File: src/rtl/router_dst_port.sv
// Destination-side output port: header-tagged FIFO with valid_out/read_enable
// handshake and a self-flush when the receiver stalls for TIMEOUT cycles.
module router_dst_port #(
    parameter int unsigned DATA_WIDTH = 8,
    parameter int unsigned DEPTH      = 16,
    parameter int unsigned TIMEOUT    = 30,
    parameter int unsigned CNT_W      = $clog2(DEPTH) + 1
) (
    input  logic                  clock,
    input  logic                  resetn,
    input  logic                  write_enb,
    input  logic                  lfd_state,
    input  logic [DATA_WIDTH-1:0] data_in,
    input  logic                  read_enable,
    output logic [DATA_WIDTH-1:0] data_out,
    output logic                  sof_out,
    output logic                  valid_out,
    output logic                  full,
    output logic                  empty,
    output logic [CNT_W-1:0]      count,
    output logic [CNT_W-1:0]      hdr_count,
    output logic                  soft_reset
);

    localparam int unsigned AW = $clog2(DEPTH);
    localparam int unsigned PW = AW + 1;
    localparam int unsigned EW = DATA_WIDTH + 1;
    localparam int unsigned TW = $clog2(TIMEOUT);

    // Storage entry: {header flag, data byte}
    logic [EW-1:0]         r_mem [DEPTH];

    logic [PW-1:0]         r_wr_ptr;
    logic [PW-1:0]         r_rd_ptr;
    logic [CNT_W-1:0]      r_hdr_count;
    logic [TW-1:0]         r_timer;
    logic [DATA_WIDTH-1:0] r_data_out;
    logic                  r_sof_out;
    logic                  r_soft_reset;

    logic [PW-1:0]         w_wr_ptr_nxt;
    logic [PW-1:0]         w_rd_ptr_nxt;
    logic [CNT_W-1:0]      w_hdr_count_nxt;
    logic [TW-1:0]         w_timer_nxt;
    logic [DATA_WIDTH-1:0] w_data_out_nxt;
    logic                  w_sof_out_nxt;
    logic                  w_soft_reset_nxt;

    logic                  w_full;
    logic                  w_empty;
    logic                  w_wr_acc;
    logic                  w_rd_acc;
    logic                  w_flush;
    logic                  w_mem_we;
    logic                  w_wr_hdr;
    logic                  w_rd_hdr;
    logic [EW-1:0]         w_head;

    // Occupancy flags from the wrap-bit pointer pair
    assign w_empty  = (r_wr_ptr == r_rd_ptr);
    assign w_full   = (r_wr_ptr[AW] != r_rd_ptr[AW]) &&
                      (r_wr_ptr[AW-1:0] == r_rd_ptr[AW-1:0]);

    assign w_head   = r_mem[r_rd_ptr[AW-1:0]];
    assign w_wr_acc = write_enb && !w_full;
    assign w_rd_acc = read_enable && !w_empty;

    // Stalled receiver: last unread cycle before the flush edge
    assign w_flush  = !w_empty && !read_enable && (r_timer == TW'(TIMEOUT - 1));

    assign w_mem_we = w_wr_acc && !w_flush;
    assign w_wr_hdr = w_mem_we && lfd_state;
    assign w_rd_hdr = w_rd_acc && w_head[DATA_WIDTH];

    // Next-state logic
    always_comb begin
        w_wr_ptr_nxt     = r_wr_ptr;
        w_rd_ptr_nxt     = r_rd_ptr;
        w_hdr_count_nxt  = r_hdr_count;
        w_timer_nxt      = r_timer;
        w_data_out_nxt   = r_data_out;
        w_sof_out_nxt    = r_sof_out;
        w_soft_reset_nxt = 1'b0;

        if (w_flush) begin
            w_wr_ptr_nxt     = '0;
            w_rd_ptr_nxt     = '0;
            w_hdr_count_nxt  = '0;
            w_timer_nxt      = '0;
            w_soft_reset_nxt = 1'b1;
        end else begin
            if (w_wr_acc) begin
                w_wr_ptr_nxt = r_wr_ptr + PW'(1);
            end

            if (w_rd_acc) begin
                w_rd_ptr_nxt   = r_rd_ptr + PW'(1);
                w_data_out_nxt = w_head[DATA_WIDTH-1:0];
                w_sof_out_nxt  = w_head[DATA_WIDTH];
            end

            case ({w_wr_hdr, w_rd_hdr})
                2'b10:   w_hdr_count_nxt = r_hdr_count + CNT_W'(1);
                2'b01:   w_hdr_count_nxt = r_hdr_count - CNT_W'(1);
                default: w_hdr_count_nxt = r_hdr_count;
            endcase

            if (w_empty || w_rd_acc) begin
                w_timer_nxt = '0;
            end else begin
                w_timer_nxt = r_timer + TW'(1);
            end
        end
    end

    // State registers
    always_ff @(posedge clock or negedge resetn) begin
        if (!resetn) begin
            r_wr_ptr     <= '0;
            r_rd_ptr     <= '0;
            r_hdr_count  <= '0;
            r_timer      <= '0;
            r_data_out   <= '0;
            r_sof_out    <= 1'b0;
            r_soft_reset <= 1'b0;
        end else begin
            r_wr_ptr     <= w_wr_ptr_nxt;
            r_rd_ptr     <= w_rd_ptr_nxt;
            r_hdr_count  <= w_hdr_count_nxt;
            r_timer      <= w_timer_nxt;
            r_data_out   <= w_data_out_nxt;
            r_sof_out    <= w_sof_out_nxt;
            r_soft_reset <= w_soft_reset_nxt;
        end
    end

    // Storage array needs no reset; validity is tracked by the pointers
    always_ff @(posedge clock) begin
        if (w_mem_we) begin
            r_mem[r_wr_ptr[AW-1:0]] <= {lfd_state, data_in};
        end
    end

    assign data_out   = r_data_out;
    assign sof_out    = r_sof_out;
    assign soft_reset = r_soft_reset;
    assign hdr_count  = r_hdr_count;
    assign valid_out  = !w_empty;
    assign empty      = w_empty;
    assign full       = w_full;
    assign count      = CNT_W'(r_wr_ptr - r_rd_ptr);

endmodule
File: config.mk
export PLATFORM = sky130hd
export DESIGN_NAME = router_dst_port
export DESIGN_NICKNAME = d
export VERILOG_FILES = /design/src/rtl/router_dst_port.sv
export SDC_FILE = /design/constraint.sdc
export NUM_CORES = 1
export LEC_CHECK = 0
export BUFFER_PORTS_ARGS = -buffer_cell sky130_fd_sc_hd__buf_2
export CORE_MARGIN = 2
export CORE_UTILIZATION = 28
export CTS_CLUSTER_SIZE = 30
export DETAILED_ROUTE_END_ITERATION = 8
export PLACE_DENSITY_LB_ADDON = 0.25
export SLEW_MARGIN = 40
export SYNTH_ARGS = -nofsm -noshare
export SYNTH_HDL_FRONTEND = slang
export SYNTH_SLANG_ARGS = --single-unit
File: constraint.sdc
create_clock -name clock -period 4.1 [get_ports clock]
set_clock_uncertainty 0.1 [all_clocks]
set_input_delay 0.615 -clock clock [delete_from_list [all_inputs] [get_ports clock]]
set_output_delay 0.615 -clock clock [all_outputs]
set_load 0.03 [all_outputs]
==> results.sh, run 1 <==
export IMPL_num_rows=59
export IMPL_worstSkewPairLatency_ns=0.43
export IMPL_ff2ff_setup_slack_ns=0.56
export IMPL_die_area_sq_mm=0.02783
export IMPL_dp_hpwl_mm=10.04
export IMPL_drive_above_1_share=0.2140
export IMPL_vias=3817
export IMPL_track_usage=0.1258
export IMPL_wirelength_mm=16.78
export IMPL_ys_seq_elements=174
export IMPL_yosys_warnings=0
export IMPL_synth_main_ff_cell="edfxtp_1"
export IMPL_async_flop_share=0.1724
export IMPL_antenna_found_initial=1
export IMPL_cts_root_buf="clkbuf_16"
export IMPL_drt_initial_drc_count=268
export IMPL_synthCells=424
export IMPL_grt_first_pass_wirelength_mm=25.44
export IMPL_ys_top_cells_by_area="edfxtp_1, dfrtp_1, mux4_1, mux4_2, ha_1"
export IMPL_drc=0
export IMPL_synth_top_area_cell="edfxtp_1"
export IMPL_seq_area_frac_synth=0.6836
export IMPL_worstPathArrival_ns=3.74
export IMPL_place_area_sq_mm=0.007959
export IMPL_max_cap_viol_count=0
export IMPL_die_width_microns=166.8
export IMPL_crit_required_ns=4.31
export IMPL_fin_area_sq_mm=0.008591
export IMPL_min_period_ns=3.535
export IMPL_start_util=0.2849
export IMPL_rr_worst_depth=14
export IMPL_critPathMaxFanout=10
export IMPL_clkTransAtPathRegs_ns=0.07
export IMPL_cts_sinks=174
export IMPL_synth_edf_count=144
export IMPL_grt_max_degree=43
export IMPL_clockBufferDepth=2
export IMPL_crit_type="reg -> reg"
export IMPL_status="complete, no violations"
export IMPL_port_buffers=35
export IMPL_cts_hold_buffers=0
export IMPL_overflow=0
export IMPL_cts_buffers=17
export IMPL_seq_area_sq_mm=0.005076
export IMPL_gp_congestion=0.7854
export IMPL_startpoint_type="register"
export IMPL_power_mw=6.384
export IMPL_wl_per_cell_microns=20.43
export IMPL_yosys_top_cells_count="edfxtp_1, nand2_1, dfrtp_1"
export IMPL_drt_vias_per_instance=4.649
export IMPL_avgSynthCellArea_sq_um=17.51
export IMPL_die_h_microns=166.8
export IMPL_leakage_nw=3.146
export IMPL_ios=36
export IMPL_first_pass_iters=4
export IMPL_maxSlewHeadroom=0.4892
export IMPL_timing_hold_ws_ns=0.03522
export IMPL_r2r_start="r_wr_ptr[2]"
export IMPL_synthesis_area_sq_mm=0.007423
export IMPL_yosysUniqueCellTypes=41
export IMPL_max_clock_freq_mhz=282.9
export IMPL_power_density_mw_per_mm2=743.1
export IMPL_antenna_left=0
export IMPL_synth_most_common_cell="edfxtp_1"
export IMPL_synth_top_area_share=0.5825
export IMPL_grt_busiest_layer="met2"
export IMPL_min_path_type="in -> async"
export IMPL_grt_use_met2=0.1979
export IMPL_max_slew_worst_pin_slew_ns=0.7662
export IMPL_cts_htree_levels=4
export IMPL_crit_path_end_kind="register"
export IMPL_multiInputGateArea_sq_mm=0.002157
export IMPL_cts_setup_buffers=0
export IMPL_antenna_cells=0
export IMPL_fillers=2483
export IMPL_cts_tree="done"
export IMPL_fin_crit_sh=0.8623
export IMPL_ir_worst_vdd_mv=0.5694
export IMPL_ctsResizeCount=0
export IMPL_syn2layout_area_growth_pct=15.73
export IMPL_hold_violations=0
export IMPL_finalSetupViolations=0
export IMPL_r2r_end="hdr_count[4]"
export IMPL_post_route_util=0.3297
export IMPL_core_sq_mm=0.02606
export IMPL_first_global_vias=3938
export IMPL_grtUsageMet3=0.02947
export IMPL_met1_usage=0.1722
export IMPL_nNetsFinal=502
export IMPL_tns_ns=0
export IMPL_syn_nets=453
export IMPL_rsz0062_at_grt="no"
export IMPL_slew_viol_final=0
[cells in the final DEF, fill, tap and decap left out, types with 2 or more instances in the layout]
cell        instances
edfxtp_1          144
nand2_1            37
buf_2              34
dfrtp_1            29
nor2_1             22
mux4_2             20
mux4_1             20
clkbuf_16          17
inv_1              15
ha_1               14
and2_1             11
buf_4              11
xor2_1              9
mux2i_1             8
nor2b_1             8
nand4_1             8
xnor2_1             7
o21ai_0             7
a21oi_1             6
and3_1              5
nand3_1             4
a21o_1              4
nor3_1              4
and4_1              3
or4_1               3
clkinvlp_4          3
inv_6               3
inv_8               3
a31oi_1             2
a22oi_1             2
or3_1               2
fa_1                2
bufinv_16           2
clkinv_2            2
[how the worst max path moves through the flow]
stage / startpoint / to / slack (ns)
5_1_grt: r_wr_ptr[3] / hdr_count[4] / 0.33
2_1_floorplan: r_rd_ptr[3] / hdr_count[4] / 0.30
3_3_place_gp: r_wr_ptr[2] / hdr_count[4] / 0.68
3_5_place_dp: r_wr_ptr[2] / hdr_count[4] / 0.58
4_1_cts: r_wr_ptr[2] / hdr_count[4] / 0.56
6_report: r_wr_ptr[2] / hdr_count[4] / 0.56
[worst max-delay path, stage by stage (launching register included)]
cell	delay (ns)
dfrtp_1	0.48
ha_1	0.40
and4_1	0.29
a21oi_4	0.29
nand4_1	0.21
nand2_1	0.14
nand2_1	0.10
inv_1	0.12
ha_1	0.27
nor2b_1	0.14
o21a_1	0.16
or3_1	0.31
a21oi_1	0.15
o21ai_0	0.11
nor3b_1	0.14
[sequential cells by signal, summed over array words and instances (netlist names)]
signal / count
r_mem: 144
data_out: 8
hdr_count: 5
r_rd_ptr: 5
r_timer: 5
r_wr_ptr: 5
sof_out: 1
soft_reset: 1
[per-layer routing]
| layer | wire length (microns) | up-vias | part of all wire |
|---|---|---|---|
| li1 | - | 1747 | - |
| met1 | 7792 | 1959 | 0.46 |
| met2 | 7878 | 88 | 0.47 |
| met3 | 904 | 21 | 0.054 |
| met4 | 189 | 2 | 0.011 |
| met5 | 11 | - | 0.00066 |
[power by group]
| part | internal (mW) | leakage, nW | total [mW] | switching [mW] |
|---|---|---|---|---|
| logic | 0.958 | 1.19 | 2.38 | 1.42 |
| clock network | 0.919 | 0.289 | 1.65 | 0.728 |
| registers | 2.20 | 1.67 | 2.36 | 0.160 |
[cells by family after synthesis]
| kind of cell | after synthesis | share of synthesized area |
|---|---|---|
| multiplexers | 48 | 0.1423 |
| adder cells (fa/ha/maj) | 16 | 0.02899 |
| AND/OR/NAND/NOR | 109 | 0.07231 |
| buffers and inverters | 32 | 0.02646 |
| AO/OA/AOI/OAI | 28 | 0.02528 |
| XOR/XNOR | 17 | 0.02107 |
| flip-flops | 174 | 0.6836 |
[cell type report]
class | count | share of cell area
flip-flops and latches | 174 | 0.5909
clock buffers | 17 | 0.04952
inverters | 15 | 0.006554
clock inverters | 15 | 0.02068
multi-input cells | 218 | 0.2511
well taps | 335 | 0.04879
repair buffers | 47 | 0.03248
[stage by stage]
step                worst slack, ns  instances
finish                       0.5647        821
floorplan                    0.3026        424
global placement             0.6793        787
global route                 0.3266        821
CTS                          0.5575        819
detailed placement           0.5820        787
No activity file was read; power rests on OpenSTA's default activity.
==> run 2: changes to the inputs <==
--- a/config.mk
+++ b/config.mk
@@ -6,8 +6,11 @@
 export NUM_CORES = 1
 export LEC_CHECK = 0
 export BUFFER_PORTS_ARGS = -buffer_cell sky130_fd_sc_hd__buf_2
+export CELL_PAD_IN_SITES_DETAIL_PLACEMENT = 2
+export CELL_PAD_IN_SITES_GLOBAL_PLACEMENT = 2
 export CORE_MARGIN = 2
-export CORE_UTILIZATION = 28
+export CORE_UTILIZATION = 46
+export CTS_BUF_LIST = sky130_fd_sc_hd__clkbuf_16
 export CTS_CLUSTER_SIZE = 30
 export DETAILED_ROUTE_END_ITERATION = 8
 export PLACE_DENSITY_LB_ADDON = 0.25
==> results.sh, run 2 (synthesis results as in run 1) <==
export IMPL_startpoint_type="register"
export IMPL_fin_crit_sh=0.9478
export IMPL_pwr_share_clk=0.251
export IMPL_critPathMaxFanout=9
export IMPL_core_sq_mm=0.01583
export IMPL_status="complete, no violations"
export IMPL_slowest_delay_ns=0.49
export IMPL_vias=4012
export IMPL_crit_path_end_kind="register"
export IMPL_final_setup_worst_slack_ns=0.2141
export IMPL_layout_common_cells="edfxtp_1, nand2_1, buf_2, dfrtp_1, nor2_1"
export IMPL_post_route_util=0.5306
export IMPL_leakage_nw=3.128
export IMPL_clkTransAtPathRegs_ns=0.07
export IMPL_critPathLaunch="r_wr_ptr[2]"
export IMPL_p_comb_frac=0.385
export IMPL_slew_viol_final=0
export IMPL_tns_ns=0
export IMPL_p_sw_mw=2.481
export IMPL_maxSlewHeadroom=0.4728
export IMPL_drt_vias_per_instance=5.748
export IMPL_drt_initial_drc_count=279
export IMPL_syn2layout_area_growth_pct=13.13
export IMPL_crit_chain="ha_1, and4_1, a21oi_4, nand4_1, nand2_1, nand2_1, inv_1, ha_1, nor2b_1, o21a_1, or3_1, a21oi_1, nor3_1, nor3b_1"
export IMPL_worstSkewPairLatency_ns=0.43
export IMPL_clockBufferDepth=2
export IMPL_place_area_sq_mm=0.007797
export IMPL_grt_max_degree=35
export IMPL_r2r_start="r_wr_ptr[2]"
export IMPL_nNetsFinal=498
export IMPL_ir_worst_vdd_mv=0.3611
export IMPL_start_util=0.4690
export IMPL_die_width_microns=131.0
export IMPL_wl_per_cell_microns=28.50
export IMPL_critPathSlowestCell="dfrtp_1"
export IMPL_cts_tree="done"
export IMPL_max_slew_worst_pin_slew_ns=0.7909
export IMPL_worstPathArrival_ns=4.12
export IMPL_rsz0062_at_grt="no"
export IMPL_crit_path_end="hdr_count[4]"
export IMPL_timing_hold_ws_ns=0.1535
export IMPL_rr_worst_depth=14
export IMPL_dp_cells=666
export IMPL_cts_htree_levels=4
export IMPL_first_pass_iters=4
export IMPL_first_global_vias=4544
export IMPL_ff2ff_setup_slack_ns=0.21
export IMPL_largest_reg_flops=144
export IMPL_drc=0
export IMPL_antenna_cells=0
export IMPL_dp_hpwl_mm=13.05
export IMPL_grt_first_pass_wirelength_mm=29.83
export IMPL_crit_required_ns=4.34
export IMPL_cts_setup_buffers=0
export IMPL_final_common_cell="edfxtp_1"
export IMPL_min_period_ns=3.886
export IMPL_antenna_found_initial=0
export IMPL_die_h_microns=131.0
export IMPL_track_usage=0.2532
export IMPL_die_area_sq_mm=0.01717
export IMPL_p_seq_frac=0.365
export IMPL_overflow=0
export IMPL_finalSetupViolations=0
export IMPL_cts_root_buf="clkbuf_16"
export IMPL_fin_area_sq_mm=0.008398
export IMPL_cts_buffers=17
export IMPL_antenna_left=0
export IMPL_num_rows=46
export IMPL_crit_type="reg -> reg"
export IMPL_hold_violations=0
export IMPL_r2r_end="hdr_count[4]"
export IMPL_drive_above_1_share=0.2095
export IMPL_port_buffers=35
export IMPL_ctsResizeCount=0
export IMPL_internal_power_mw=4.091
export IMPL_power_density_mw_per_mm2=782.6
export IMPL_cts_sinks=174
export IMPL_cts_hold_buffers=0
export IMPL_swShare=0.3776
export IMPL_wirelength_mm=19.89
export IMPL_max_clock_freq_mhz=257.3
export IMPL_min_path_type="in -> async"
export IMPL_dp_slack_ns=0.3370
export IMPL_ios=36
export IMPL_gp_congestion=0.7384
export IMPL_power_mw=6.572
export IMPL_finalNonFillerCells=698
export IMPL_max_cap_viol_count=0
run 2: cell type report:
class | count | area [sq um]
clock buffer | 17 | 425.4
sequential | 174 | 5077
tap | 216 | 270.3
multi-input combinational | 218 | 2160
timing repair buffer | 43 | 235.2
fill | 1398 | 7430
clock inverter | 15 | 173.9
inverter | 15 | 56.30
run 2: worst min path at each step:
stage | slack [ns] | depth (start not counted) | end | startpoint
6_report | 0.15 | 1 | r_wr_ptr[4] | resetn
5_1_grt | 0.19 | 1 | soft_reset | resetn
4_1_cts | 0.16 | 1 | soft_reset | resetn
3_5_place_dp | 0.38 | 2 | data_out[1] | data_out[1]
3_3_place_gp | 0.35 | 2 | data_out[0] | data_out[0]
2_1_floorplan | 0.22 | 0 | data_out[0] | resetn
run 2: critical path, delay by kind of cell (launching register included):
| kind | cells | cell delay, ns |
|---|---|---|
| compound gates | 3 | 0.68 |
| fa+ha+maj | 2 | 0.72 |
| buf+inv | 1 | 0.13 |
| flops | 1 | 0.49 |
| simple gates | 8 | 1.68 |
run 2: routing by layer:
layer / share of wire / track usage / vias to the layer above
met3: 0.041 / 0.05130 / 40
met2: 0.52 / 0.4319 / 128
met4: 0.032 / 0.1058 / 0
met5: 0 / 0 / -
li1: - / - / 1740
met1: 0.41 / 0.3176 / 2104
run 2: power groups by stage:
stage                     logic [mW]  registers, mW  clock network (mW)
final                           2.53           2.40                1.65
after global routing            2.72           2.42                1.75
after CTS                       2.55           2.40                1.68
after detailed placement        2.51           2.43                   0
after global placement          2.35           2.38                   0
after floorplan                 1.70           2.48                   0
==> run 3: changes to the inputs <==
--- a/config.mk
+++ b/config.mk
@@ -6,10 +6,10 @@
 export NUM_CORES = 1
 export LEC_CHECK = 0
 export BUFFER_PORTS_ARGS = -buffer_cell sky130_fd_sc_hd__buf_2
-export CELL_PAD_IN_SITES_DETAIL_PLACEMENT = 2
-export CELL_PAD_IN_SITES_GLOBAL_PLACEMENT = 2
+export CELL_PAD_IN_SITES_DETAIL_PLACEMENT = 1
+export CELL_PAD_IN_SITES_GLOBAL_PLACEMENT = 1
 export CORE_MARGIN = 2
-export CORE_UTILIZATION = 46
+export CORE_UTILIZATION = 53
 export CTS_BUF_LIST = sky130_fd_sc_hd__clkbuf_16
 export CTS_CLUSTER_SIZE = 30
 export DETAILED_ROUTE_END_ITERATION = 8
==> results.sh, run 3 (synthesis results as in run 1) <==
export IMPL_largest_reg_flops=144
export IMPL_syn2layout_area_growth_pct=12.79
export IMPL_crit_path_end_kind="register"
export IMPL_min_period_ns=3.517
export IMPL_cts_buffers=17
export IMPL_drt_vias_per_instance=6.033
export IMPL_critPathMaxFanout=8
export IMPL_ios=36
export IMPL_ctsResizeCount=0
export IMPL_dp_hpwl_mm=10.40
export IMPL_max_slew_worst_pin_slew_ns=0.7426
export IMPL_die_area_sq_mm=0.01497
export IMPL_maxSlewHeadroom=0.5049
export IMPL_pwr_share_clk=0.264
export IMPL_wirelength_mm=16.06
export IMPL_gp_congestion=0.7488
export IMPL_antenna_found_initial=0
export IMPL_max_cap_viol_count=0
export IMPL_die_h_microns=122.4
export IMPL_drc=0
export IMPL_cts_root_buf="clkbuf_16"
export IMPL_grt_first_pass_wirelength_mm=24.26
export IMPL_num_rows=43
export IMPL_ir_worst_vdd_mv=0.3427
export IMPL_antenna_left=0
export IMPL_finalSetupViolations=0
export IMPL_startpoint_type="register"
export IMPL_critPathLaunch="r_wr_ptr[2]"
export IMPL_port_buffers=35
export IMPL_cts_tree="done"
export IMPL_start_util=0.5390
export IMPL_grt_max_degree=43
export IMPL_rr_worst_depth=14
export IMPL_cts_htree_levels=4
export IMPL_p_comb_frac=0.368
export IMPL_min_path_type="in -> async"
export IMPL_internal_power_mw=4.137
export IMPL_leakage_nw=3.141
export IMPL_first_pass_iters=5
export IMPL_worstPathArrival_ns=3.74
export IMPL_tns_ns=0
export IMPL_antenna_cells=0
export IMPL_fin_crit_sh=0.8579
export IMPL_power_density_mw_per_mm2=771.4
export IMPL_cts_sinks=174
export IMPL_r2r_end="hdr_count[4]"
export IMPL_crit_type="reg -> reg"
export IMPL_max_clock_freq_mhz=284.3
export IMPL_vias=3994
export IMPL_die_width_microns=122.4
export IMPL_slew_viol_final=0
export IMPL_p_sw_mw=2.322
export IMPL_clockBufferDepth=2
export IMPL_power_mw=6.459
export IMPL_worstSkewPairLatency_ns=0.43
export IMPL_r2r_start="r_wr_ptr[2]"
export IMPL_drive_above_1_share=0.2033
export IMPL_first_global_vias=4071
export IMPL_clkTransAtPathRegs_ns=0.07
export IMPL_layout_common_cells="edfxtp_1, nand2_1, buf_2, dfrtp_1, nor2_1"
export IMPL_swShare=0.3595
export IMPL_rsz0062_at_grt="no"
export IMPL_final_common_cell="edfxtp_1"
export IMPL_track_usage=0.2321
export IMPL_nNetsFinal=498
export IMPL_p_seq_frac=0.368
export IMPL_crit_required_ns=4.32
export IMPL_core_sq_mm=0.01377
export IMPL_cts_hold_buffers=0
export IMPL_ff2ff_setup_slack_ns=0.58
export IMPL_hold_violations=0
export IMPL_wl_per_cell_microns=24.26
export IMPL_drt_initial_drc_count=434
export IMPL_status="complete, no violations"
export IMPL_overflow=0
export IMPL_cts_setup_buffers=0
==> run 3: final cells by class <==
class	instances	area, sq um
clock buffer	17	425.4
clock inverter	15	197.7
fill	1245	5400
inverter	15	56.30
multi-input combinational	218	2157
sequential	174	5076
tap	180	225.2
timing repair buffer	43	235.2
==> run 3: worst max-delay path, cell delays in order, from the launching register on <==
cell and delay [ns]:
dfrtp_1 0.49, ha_1 0.41, and4_1 0.30, a21oi_4 0.20, nand4_1 0.20, nand2_1 0.16, nand2_1 0.10, inv_1 0.11
ha_1 0.27, nor2b_1 0.14, o21a_1 0.17, or3_1 0.32, a21oi_1 0.18, o21ai_0 0.12, nor3b_1 0.14
==> run 3: per-layer routing <==
layer,routed length [microns],GRT usage,vias to the layer above
li1,-,-,1738
met1,6939,0.3137,2074
met2,7944,0.3726,147
met3,788,0.04368,35
met4,386,0.09986,0
met5,0,0,-
==> run 3: power by group through the flow <==
stage | logic, mW | clock network [mW] | registers (mW)
finish | 2.38 | 1.70 | 2.38
global route | 2.57 | 1.78 | 2.41
CTS | 2.41 | 1.72 | 2.38
detailed placement | 2.39 | 0 | 2.41
global placement | 2.31 | 0 | 2.38
floorplan | 1.70 | 0 | 2.48
==> run 3: worst max path at each step <==
stage | endpoint | depth (start not counted)
2_1_floorplan | hdr_count[4] | 15
3_3_place_gp | hdr_count[4] | 14
3_5_place_dp | hdr_count[4] | 14
4_1_cts | hdr_count[4] | 14
5_1_grt | hdr_count[4] | 14
6_report | hdr_count[4] | 14
==> run 3: per-stage QoR <==
stage                     hold slack [ns]  instance area [sq um]  setup slack [ns]    util  std cells
after floorplan                    0.2194                   7423            0.3026       -        424
after global placement             0.3532                   7750            0.8249  0.5627        630
after detailed placement           0.3765                   7750            0.6610  0.5627        630
after CTS                          0.1605                   8373            0.6253  0.6079        662
after global routing               0.1871                   8373            0.3913  0.6079        662
final                              0.1407                   8373            0.5827  0.6079        662
